===== src/rtl/ascon_aead_sequencer_pkg.sv =====
// Shared definitions for the Ascon-128 AEAD sequencer.
//  - Ascon-128 IV and default round counts
//  - bit positions of the five 64-bit words S0..S4 inside the 320-bit state
//    (S0 occupies the most significant word, matching {IV, K, N} at init)
//  - FSM state encodings for the sequencer and the permutation-call handshake
package ascon_aead_sequencer_pkg;

  localparam logic [63:0]  ASCON_IV         = 64'h80400c0600000000;
  localparam int unsigned  ROUNDS_A_DEFAULT = 12;
  localparam int unsigned  ROUNDS_B_DEFAULT = 6;

  localparam int unsigned  STATE_W = 320;
  localparam int unsigned  WORD_W  = 64;

  // Use as s[Sx_MSB -: WORD_W]
  localparam int unsigned  S0_MSB = 319;
  localparam int unsigned  S1_MSB = 255;
  localparam int unsigned  S2_MSB = 191;
  localparam int unsigned  S3_MSB = 127;
  localparam int unsigned  S4_MSB = 63;

  typedef enum logic [3:0] {
    StIdle,
    StInitP,
    StAd,
    StAdP,
    StDsep,
    StMsg,
    StMsgP,
    StFinP,
    StTag
  } aead_state_e;

  typedef enum logic [1:0] {
    PcIdle,
    PcCall,
    PcRel
  } perm_call_state_e;

endpackage


===== src/rtl/ascon_aead_sequencer_perm_call.sv =====
// Start/ready/release handshake towards the shared Ascon permutation core.
//  req         in   level from the sequencer, held until done
//  rnd         in   round count for the pending call
//  s_out       in   state to permute; the sequencer keeps it stable during a call
//  done        out  1-cycle pulse: perm_s_in is valid, sequencer captures s_in
//  s_in        out  permuted state (pass-through of perm_s_in)
//  perm_*      core-side handshake; perm_start is a registered level
// After each call the block waits in PcRel until the core has dropped
// perm_ready, so a lingering ready can never complete the next call early.
module ascon_aead_sequencer_perm_call
  import ascon_aead_sequencer_pkg::*;
(
  input  logic                 clk,
  input  logic                 reset,
  input  logic                 req,
  input  logic [3:0]           rnd,
  input  logic [STATE_W-1:0]   s_out,
  output logic                 done,
  output logic [STATE_W-1:0]   s_in,
  output logic                 perm_start,
  output logic [3:0]           perm_rnd,
  output logic [STATE_W-1:0]   perm_s_out,
  input  logic                 perm_ready,
  input  logic [STATE_W-1:0]   perm_s_in
);

  perm_call_state_e st_q, st_d;

  always_ff @(posedge clk or posedge reset) begin
    if (reset) begin
      st_q <= PcIdle;
    end else begin
      st_q <= st_d;
    end
  end

  always_comb begin
    st_d = st_q;
    unique case (st_q)
      PcIdle:  if (req) st_d = PcCall;
      PcCall:  if (perm_ready) st_d = PcRel;
      PcRel:   if (!perm_ready) st_d = req ? PcCall : PcIdle;
      default: st_d = PcIdle;
    endcase
  end

  always_comb begin
    perm_start = (st_q == PcCall);
    done       = perm_start & perm_ready;
    perm_rnd   = perm_start ? rnd : 4'd0;
    perm_s_out = perm_start ? s_out : '0;
    s_in       = perm_s_in;
  end

endmodule


===== src/rtl/ascon_aead_sequencer.sv =====
// Ascon-128 AEAD mode controller. Owns the 320-bit working state, key
// injection, domain separation and tag compute/compare, and sequences the
// shared permutation core (pa for init/finalization, pb per AD block and per
// non-final message block).
//  start/decrypt/no_ad/key/nonce  operation setup, sampled in IDLE on start
//  ad_valid/ad_data/ad_last/ad_ready      associated-data stream (pre-padded)
//  din_valid/din_data/din_last/din_ready  PT/CT stream (pre-padded, >=1 block)
//  dout_valid/dout_data           CT/PT out, pulse the cycle after accept
//  tag_in/tag_valid/tag/auth_ok   tag result, pulse at end of operation
//  busy                           high from start accept until back in IDLE
//  perm_*                         permutation core handshake
module ascon_aead_sequencer
  import ascon_aead_sequencer_pkg::*;
#(
  parameter logic [63:0] IV       = ASCON_IV,
  parameter int unsigned ROUNDS_A = ROUNDS_A_DEFAULT,
  parameter int unsigned ROUNDS_B = ROUNDS_B_DEFAULT
) (
  input  logic           clk,
  input  logic           reset,
  input  logic           start,
  input  logic           decrypt,
  input  logic           no_ad,
  input  logic [127:0]   key,
  input  logic [127:0]   nonce,
  input  logic           ad_valid,
  input  logic [63:0]    ad_data,
  input  logic           ad_last,
  output logic           ad_ready,
  input  logic           din_valid,
  input  logic [63:0]    din_data,
  input  logic           din_last,
  output logic           din_ready,
  output logic           dout_valid,
  output logic [63:0]    dout_data,
  input  logic [127:0]   tag_in,
  output logic           tag_valid,
  output logic [127:0]   tag,
  output logic           auth_ok,
  output logic           busy,
  output logic           perm_start,
  output logic [3:0]     perm_rnd,
  output logic [319:0]   perm_s_out,
  input  logic           perm_ready,
  input  logic [319:0]   perm_s_in
);

  aead_state_e          state_q, state_d;
  logic [STATE_W-1:0]   s_q, s_d;
  logic [127:0]         key_q, key_d;
  logic                 decrypt_q, decrypt_d;
  logic                 no_ad_q, no_ad_d;
  logic                 ad_last_q, ad_last_d;
  logic                 dout_valid_q, dout_valid_d;
  logic [63:0]          dout_data_q, dout_data_d;

  logic                 call_req;
  logic [3:0]           call_rnd;
  logic                 call_done;
  logic [STATE_W-1:0]   call_s_in;
  logic                 ad_acc;
  logic                 din_acc;
  logic [63:0]          msg_word;
  logic [127:0]         tag_calc;

  ascon_aead_sequencer_perm_call u_perm_call (
    .clk        (clk),
    .reset      (reset),
    .req        (call_req),
    .rnd        (call_rnd),
    .s_out      (s_q),
    .done       (call_done),
    .s_in       (call_s_in),
    .perm_start (perm_start),
    .perm_rnd   (perm_rnd),
    .perm_s_out (perm_s_out),
    .perm_ready (perm_ready),
    .perm_s_in  (perm_s_in)
  );

  // State register
  always_ff @(posedge clk or posedge reset) begin
    if (reset) begin
      state_q      <= StIdle;
      s_q          <= '0;
      key_q        <= '0;
      decrypt_q    <= 1'b0;
      no_ad_q      <= 1'b0;
      ad_last_q    <= 1'b0;
      dout_valid_q <= 1'b0;
      dout_data_q  <= '0;
    end else begin
      state_q      <= state_d;
      s_q          <= s_d;
      key_q        <= key_d;
      decrypt_q    <= decrypt_d;
      no_ad_q      <= no_ad_d;
      ad_last_q    <= ad_last_d;
      dout_valid_q <= dout_valid_d;
      dout_data_q  <= dout_data_d;
    end
  end

  // Handshakes; readies are additionally masked by perm_start
  assign ad_ready  = (state_q == StAd) && !perm_start;
  assign din_ready = (state_q == StMsg) && !perm_start;
  assign ad_acc    = ad_valid & ad_ready;
  assign din_acc   = din_valid & din_ready;
  assign msg_word  = s_q[S0_MSB -: WORD_W] ^ din_data;
  assign tag_calc  = {s_q[S3_MSB -: WORD_W], s_q[S4_MSB -: WORD_W]} ^ key_q;

  // Next-state logic
  always_comb begin
    state_d = state_q;
    unique case (state_q)
      StIdle:  if (start) state_d = StInitP;
      StInitP: if (call_done) state_d = no_ad_q ? StDsep : StAd;
      StAd:    if (ad_acc) state_d = StAdP;
      StAdP:   if (call_done) state_d = ad_last_q ? StDsep : StAd;
      StDsep:  state_d = StMsg;
      StMsg:   if (din_acc) state_d = din_last ? StFinP : StMsgP;
      StMsgP:  if (call_done) state_d = StMsg;
      StFinP:  if (call_done) state_d = StTag;
      StTag:   state_d = StIdle;
      default: state_d = StIdle;
    endcase
  end

  // Datapath next-state
  always_comb begin
    s_d          = s_q;
    key_d        = key_q;
    decrypt_d    = decrypt_q;
    no_ad_d      = no_ad_q;
    ad_last_d    = ad_last_q;
    dout_valid_d = 1'b0;
    dout_data_d  = dout_data_q;
    unique case (state_q)
      StIdle: begin
        if (start) begin
          s_d       = {IV, key, nonce};
          key_d     = key;
          decrypt_d = decrypt;
          no_ad_d   = no_ad;
        end
      end
      StInitP: begin
        if (call_done) s_d = call_s_in ^ {192'b0, key_q};
      end
      StAd: begin
        if (ad_acc) begin
          s_d[S0_MSB -: WORD_W] = s_q[S0_MSB -: WORD_W] ^ ad_data;
          ad_last_d             = ad_last;
        end
      end
      StAdP, StMsgP, StFinP: begin
        if (call_done) s_d = call_s_in;
      end
      StDsep: begin
        s_d[0] = ~s_q[0];
      end
      StMsg: begin
        if (din_acc) begin
          dout_valid_d          = 1'b1;
          dout_data_d           = msg_word;
          s_d[S0_MSB -: WORD_W] = decrypt_q ? din_data : msg_word;
          // Final block: fold the key into S1/S2 ahead of the pa call
          if (din_last) begin
            s_d[S1_MSB -: WORD_W] = s_q[S1_MSB -: WORD_W] ^ key_q[127:64];
            s_d[S2_MSB -: WORD_W] = s_q[S2_MSB -: WORD_W] ^ key_q[63:0];
          end
        end
      end
      default: ;
    endcase
  end

  // Outputs
  always_comb begin
    call_req   = (state_q == StInitP) || (state_q == StAdP) ||
                 (state_q == StMsgP)  || (state_q == StFinP);
    call_rnd   = ((state_q == StInitP) || (state_q == StFinP)) ? 4'(ROUNDS_A) : 4'(ROUNDS_B);
    busy       = (state_q != StIdle);
    tag_valid  = (state_q == StTag);
    tag        = tag_valid ? tag_calc : '0;
    auth_ok    = tag_valid && (decrypt_q ? (tag_calc == tag_in) : 1'b1);
    dout_valid = dout_valid_q;
    dout_data  = dout_data_q;
  end

endmodule


===== config.mk =====
export PLATFORM = sky130hd
export DESIGN_NAME = ascon_aead_sequencer
export DESIGN_NICKNAME = d
export VERILOG_FILES = /design/src/rtl/ascon_aead_sequencer_pkg.sv /design/src/rtl/ascon_aead_sequencer_perm_call.sv /design/src/rtl/ascon_aead_sequencer.sv
export SDC_FILE = /design/constraint.sdc
export NUM_CORES = 2
export LEC_CHECK = 0
export ABC_AREA = 1
export BUFFER_PORTS_ARGS = -buffer_cell sky130_fd_sc_hd__buf_2
export CORE_AREA = 5 5 526 528
export CTS_BUF_LIST = sky130_fd_sc_hd__clkbuf_4 sky130_fd_sc_hd__clkbuf_8
export DETAILED_ROUTE_END_ITERATION = 10
export DIE_AREA = 0 0 531 533
export PLACE_DENSITY = 0.36
export SLEW_MARGIN = 20
export SYNTH_ARGS = -nofsm -noshare
export SYNTH_HDL_FRONTEND = slang
export SYNTH_HIERARCHICAL = 1
export SYNTH_SLANG_ARGS = --single-unit

===== constraint.sdc =====
create_clock -name clk -period 19.66 [get_ports clk]
set_input_delay 3.932 -clock clk [delete_from_list [all_inputs] [get_ports clk]]
set_output_delay 3.932 -clock clk [all_outputs]
set_load 0.02 [all_outputs]

# [Word level (Yosys, flattened, before mapping)]
# Cells that the tools add are included.
[word_totals] regBits=522 in_bits=842 out_inout_bits=523 elab_cells=104
[classes] eq_ne=23 mux=34 bitwise_logic=10 n_reduce_logical=25
[op_table] op="320-bit two-way mux" n=4
[op_table] op="128-bit case mux with 4 select lines" n=1
[op_table] op="127-bit case mux with 3 select lines" n=1
[op_table] op="64-bit case mux with 5 select lines" n=1
[op_table] op="320-bit by 128-bit XOR with 320-bit output" n=1
[op_table] op="128-bit two-way mux" n=2
[op_table] op="64-bit XOR" n=4
[op_table] op="192-bit two-way mux" n=1
[op_table] op="128-bit equality test" n=1
[op_table] op="64-bit two-way mux" n=2
[op_table] op="128-bit XOR" n=1
[op_table] op="4-bit two-way mux" n=9
[op_table] op="4-bit case mux with 8 select lines" n=1
[op_table] op="2-bit inequality test (second input constant)" n=10
[op_table] op="4-bit by 3-bit equality test with 1-bit output (second input constant)" n=4
[op_table] op="6-bit AND reduction" n=2
[op_table] op="4-bit nonzero test" n=3
[op_table] op="4-bit by 2-bit equality test with 1-bit output (second input constant)" n=2
[op_table] op="4-bit AND reduction" n=2
[op_table] op="7-bit AND reduction" n=1
[op_table] op="2-bit two-way mux" n=3
[op_table] op="3-bit two-way mux" n=2
[op_table] op="2-bit case mux with 3 select lines" n=1
[op_table] op="2-bit AND reduction" n=3
[op_table] op="other kinds (18)" n=30

# [Logic depth before layout (Yosys ltp)]
[logic_depth] ltp_word=7 ltp_mapped=15 depth_no_buf=14

# [Cells and area by module]
# Netlist, hierarchy kept.
[by_module_without_submodules] mod="ascon_aead_sequencer" instances=1 cells_per_inst=5125 area_each_um2=34234.1 seq_area_each_um2=13012.5
[by_module_without_submodules] mod="ascon_aead_sequencer_perm_call" instances=1 cells_per_inst=1019 area_each_um2=5216.3 seq_area_each_um2=50.0

# [Worst setup path before layout]
# No wires, ideal clock.
[synth_timing] path_kind="in2out" start="in tag_in[97]" end="out auth_ok" t_arrival_ps=4927 required_time_ps=15728 slack_ps=10801 path_stages=10 n_path_buf=0 path_cell_list="nand3b_1 nand2_1 nand2_1 nor2_1 nand2_1 nor2_1 nand2_1 nor2_1 nand2_1 a21oi_1"
[synth_between] elab_chain_len=3
[synth_rtl] element="start: declaration" line="ascon_aead_sequencer.sv:36" rtl="input logic [127:0] tag_in,"
[synth_rtl] element="128-bit equality test" line="ascon_aead_sequencer.sv:186" rtl="auth_ok = tag_valid && (decrypt_q ? (tag_calc == tag_in) : 1'b1);"
[synth_rtl] element="1-bit two-way mux" line="ascon_aead_sequencer.sv:186"
[synth_rtl] element="1-bit logical AND" line="ascon_aead_sequencer.sv:186"
[synth_rtl] element="end: declaration" line="ascon_aead_sequencer.sv:39" rtl="output logic auth_ok,"
# Every way passes these cells.

# [Worst setup path after layout]
[layout_timing] start="in tag_in[69]" end="out auth_ok"
# Same word-level chain as after synthesis.

==> summary.txt <==
initial antenna violation count -> 135
area grow syn2layout -> 27.8%
PwrDens -> 176 nW/um^2
Vias -> 44122
die area -> 283000 um^2
Worst Hold Depth -> 2
largest net degree at the start of global routing -> 135
post-route cell area -> 50400 um^2
met3 GRT Util -> 4.97%
most frequent cells in the layout -> 1898 x nand2_1, 1363 x buf_2, 814 x inv_1, 521 x dfrtp_1, 486 x nand3_1
data required time at the worst endpoint -> 15.73 ns
Post-Syn Area -> 39500 um^2
crit-path max FO -> 2
placed instance area -> 47600 um^2
routed wire length -> 256 mm
# IOs -> 1365
post-synthesis register bit count -> 522
clock sinks -> 522
share of layout cells above drive strength 1 -> 24.0%
Tcrit/Tclk final -> 51.5%
Clock Skew -> 0.109 ns
TritonRoute pass-1 iters -> 6
Core Region -> 272000 um^2
worst slack, placed -> 9.21 ns
flop2flop setup slack -> 14.30 ns
startpoint types -> primary input
Initial Util -> 14.5%
Setup WS post-layout -> 9.53 ns
Die W -> 531 um
vias in the first global route -> 42741
fin. max-slew vios -> 0
post-CTS sizing -> 0
FP Rows -> 192
CTS Buffer Depth -> 3
drt drc -> 0
TritonCTS clock tree -> done
clock transition at the registers of the reported paths -> 0.06 ns
CTS root buf -> clkbuf_8
Hold Path Class -> reg2reg
critical path class -> in2out
fillers -> 31623
GR Util met2 -> 28.5%
register area share after synthesis -> 33.1%
Mapped Nets -> 6986
Reg2Reg Depth -> 8
Syn Area/Cell -> 6.42 um^2
GRT met1 Usage -> 21.1%
Top Usage Layer GRT -> met2
first-pass GRT wire length -> 350 mm
TritonCTS buffer count -> 117
Worst Max-Slew Pin Slew -> 1.08 ns
worst vdd ir -> 0.118 mV
routed vias/inst -> 4.07
Initial DRC Count -> 3248
RSZ-0062 raised after global routing -> false
post-synthesis cell type count -> 35
CP endpoint kind -> output pin
Post-Syn Instances -> 6144
GP Congestion -> 0.903
nets -> 7910
Post-synth EDFFs -> 0
Tmin final -> 10.13 ns
DR WL/cell -> 23.6 um
Final Hold Viols -> 0
GR Overflow Total -> 0
Max Cap Viol -> 0
main flop type after synthesis -> dfrtp_1
YS warnings -> 6
# hold bufs at CTS -> 0
GR Util All Layers -> 17.3%
relative slew slack -> 27.5%
commonest non-fill, non-tap cell in the layout -> nand2_1
Highest Clock Rate -> 98.7 MHz
status -> complete, no violations
setup violators final -> 0
clk_lat worst skew -> 0.89 ns
Leak -> 25.9 nW
sum of negative setup slack -> 0 ns
Post-DP HPWL -> 200 mm
Port Buf Inserts -> 1363
antenna viol nets, final -> 0
CTS H-tree depth -> 3
chip height -> 533 um
critical path arrival -> 6.20 ns
Post-CTS Setup Inserts -> 0
async set-reset flop share out of synthesis -> 100%
-- state kept, by name (all words and copies together) (netlist names) --
signal,count
dout_valid,1
no_ad_q,1
key_q,128
state_q,4
decrypt_q,1
dout_data,64
s_q,320
ad_last_q,1
u_perm_call/st_q,2
-- through the flow --
step	util (%)	power, mW	hold slack (ns)	std cells
3_5_place_dp	17.5	7.57	0.462	10537
4_1_cts	18.5	9.09	0.482	10747
5_1_grt	18.5	9.70	0.499	10804
3_3_place_gp	17.5	7.54	0.460	10537
6_report	18.5	8.89	0.475	10830
2_1_floorplan	-	5.45	0.488	6144
-- kinds of logic (layout without fill, tap and decap cells) --
group	count (synthesis)	after routing	share of synthesized area [%]
simple gates	2943	2943	30.4
buf+inv	1443	2458	17.4
compound gates	978	978	13.3
flops	522	522	33.1
xor+xnor	256	256	5.68
other cells	2	84	0.0190
-- final cells by class --
type | count | area [um^2] | area share (%)
Sequential cell | 522 | 13100 | 25.9
Antenna cell | 82 | 205 | 0.407
Tap cell | 3589 | 4490 | 8.91
Clock inverter | 12 | 183 | 0.362
Clock buffer | 198 | 2430 | 4.82
Multi-Input combinational cell | 4179 | 19600 | 38.9
Inverter | 829 | 3140 | 6.24
Timing Repair Buffer | 1419 | 7290 | 14.5
-- layer usage --
metal  wire length (um)  share of wire, %
met1             106000                42
met2             119000                46
met3              20600               8.1
met4               9450               3.7
met5                479              0.19
-- synthesized netlist by cell type, types with 7 or more instances --
cell type	instances	area, um^2
buf_2	80	400
buf_6	7	78.8
xnor2_1	197	1730
nand3b_1	69	518
o21ai_1	198	991
o21ai_0	462	2310
inv_1	818	3070
o221a_2	51	574
nor3_1	9	45.0
nand3_1	487	2440
buf_1	12	45.0
xor2_1	59	517
dfrtp_1	522	13100
clkbuf_1	167	627
inv_2	10	37.5
buf_4	348	2610
nand2_1	1898	7120
nor2_1	458	1720
a21oi_1	256	1280
-- worst max-delay path: stages --
cell,delay (ns)
buf_2,0.10
nand3b_1,0.14
nand2_1,0.08
nand2_1,0.05
nor2_1,0.12
nand2_1,0.27
nor2_1,0.32
nand2_1,0.15
nor2_1,0.49
nand2_1,0.13
a21oi_1,0.13
buf_2,0.26
-- where the power goes --
part	internal [mW]	switching (mW)	total [mW]
Clock	0.813	0.627	1.44
Sequential	1.61	0.630	2.24
Combinational	1.50	3.72	5.22
Total	3.92	4.97	8.89
-- final timing paths --
check	startpoint	endpoint
min	dout_data[5]	dout_data[5]
max in group asynchronous	reset	key_q[33]
max reg2reg	u_perm_call/st_q[0]	s_q[218]
min reg2reg	dout_data[5]	dout_data[5]
min in group asynchronous	reset	u_perm_call/st_q[1]
max	tag_in[69]	auth_ok
(Power assumes the default switching activity.)
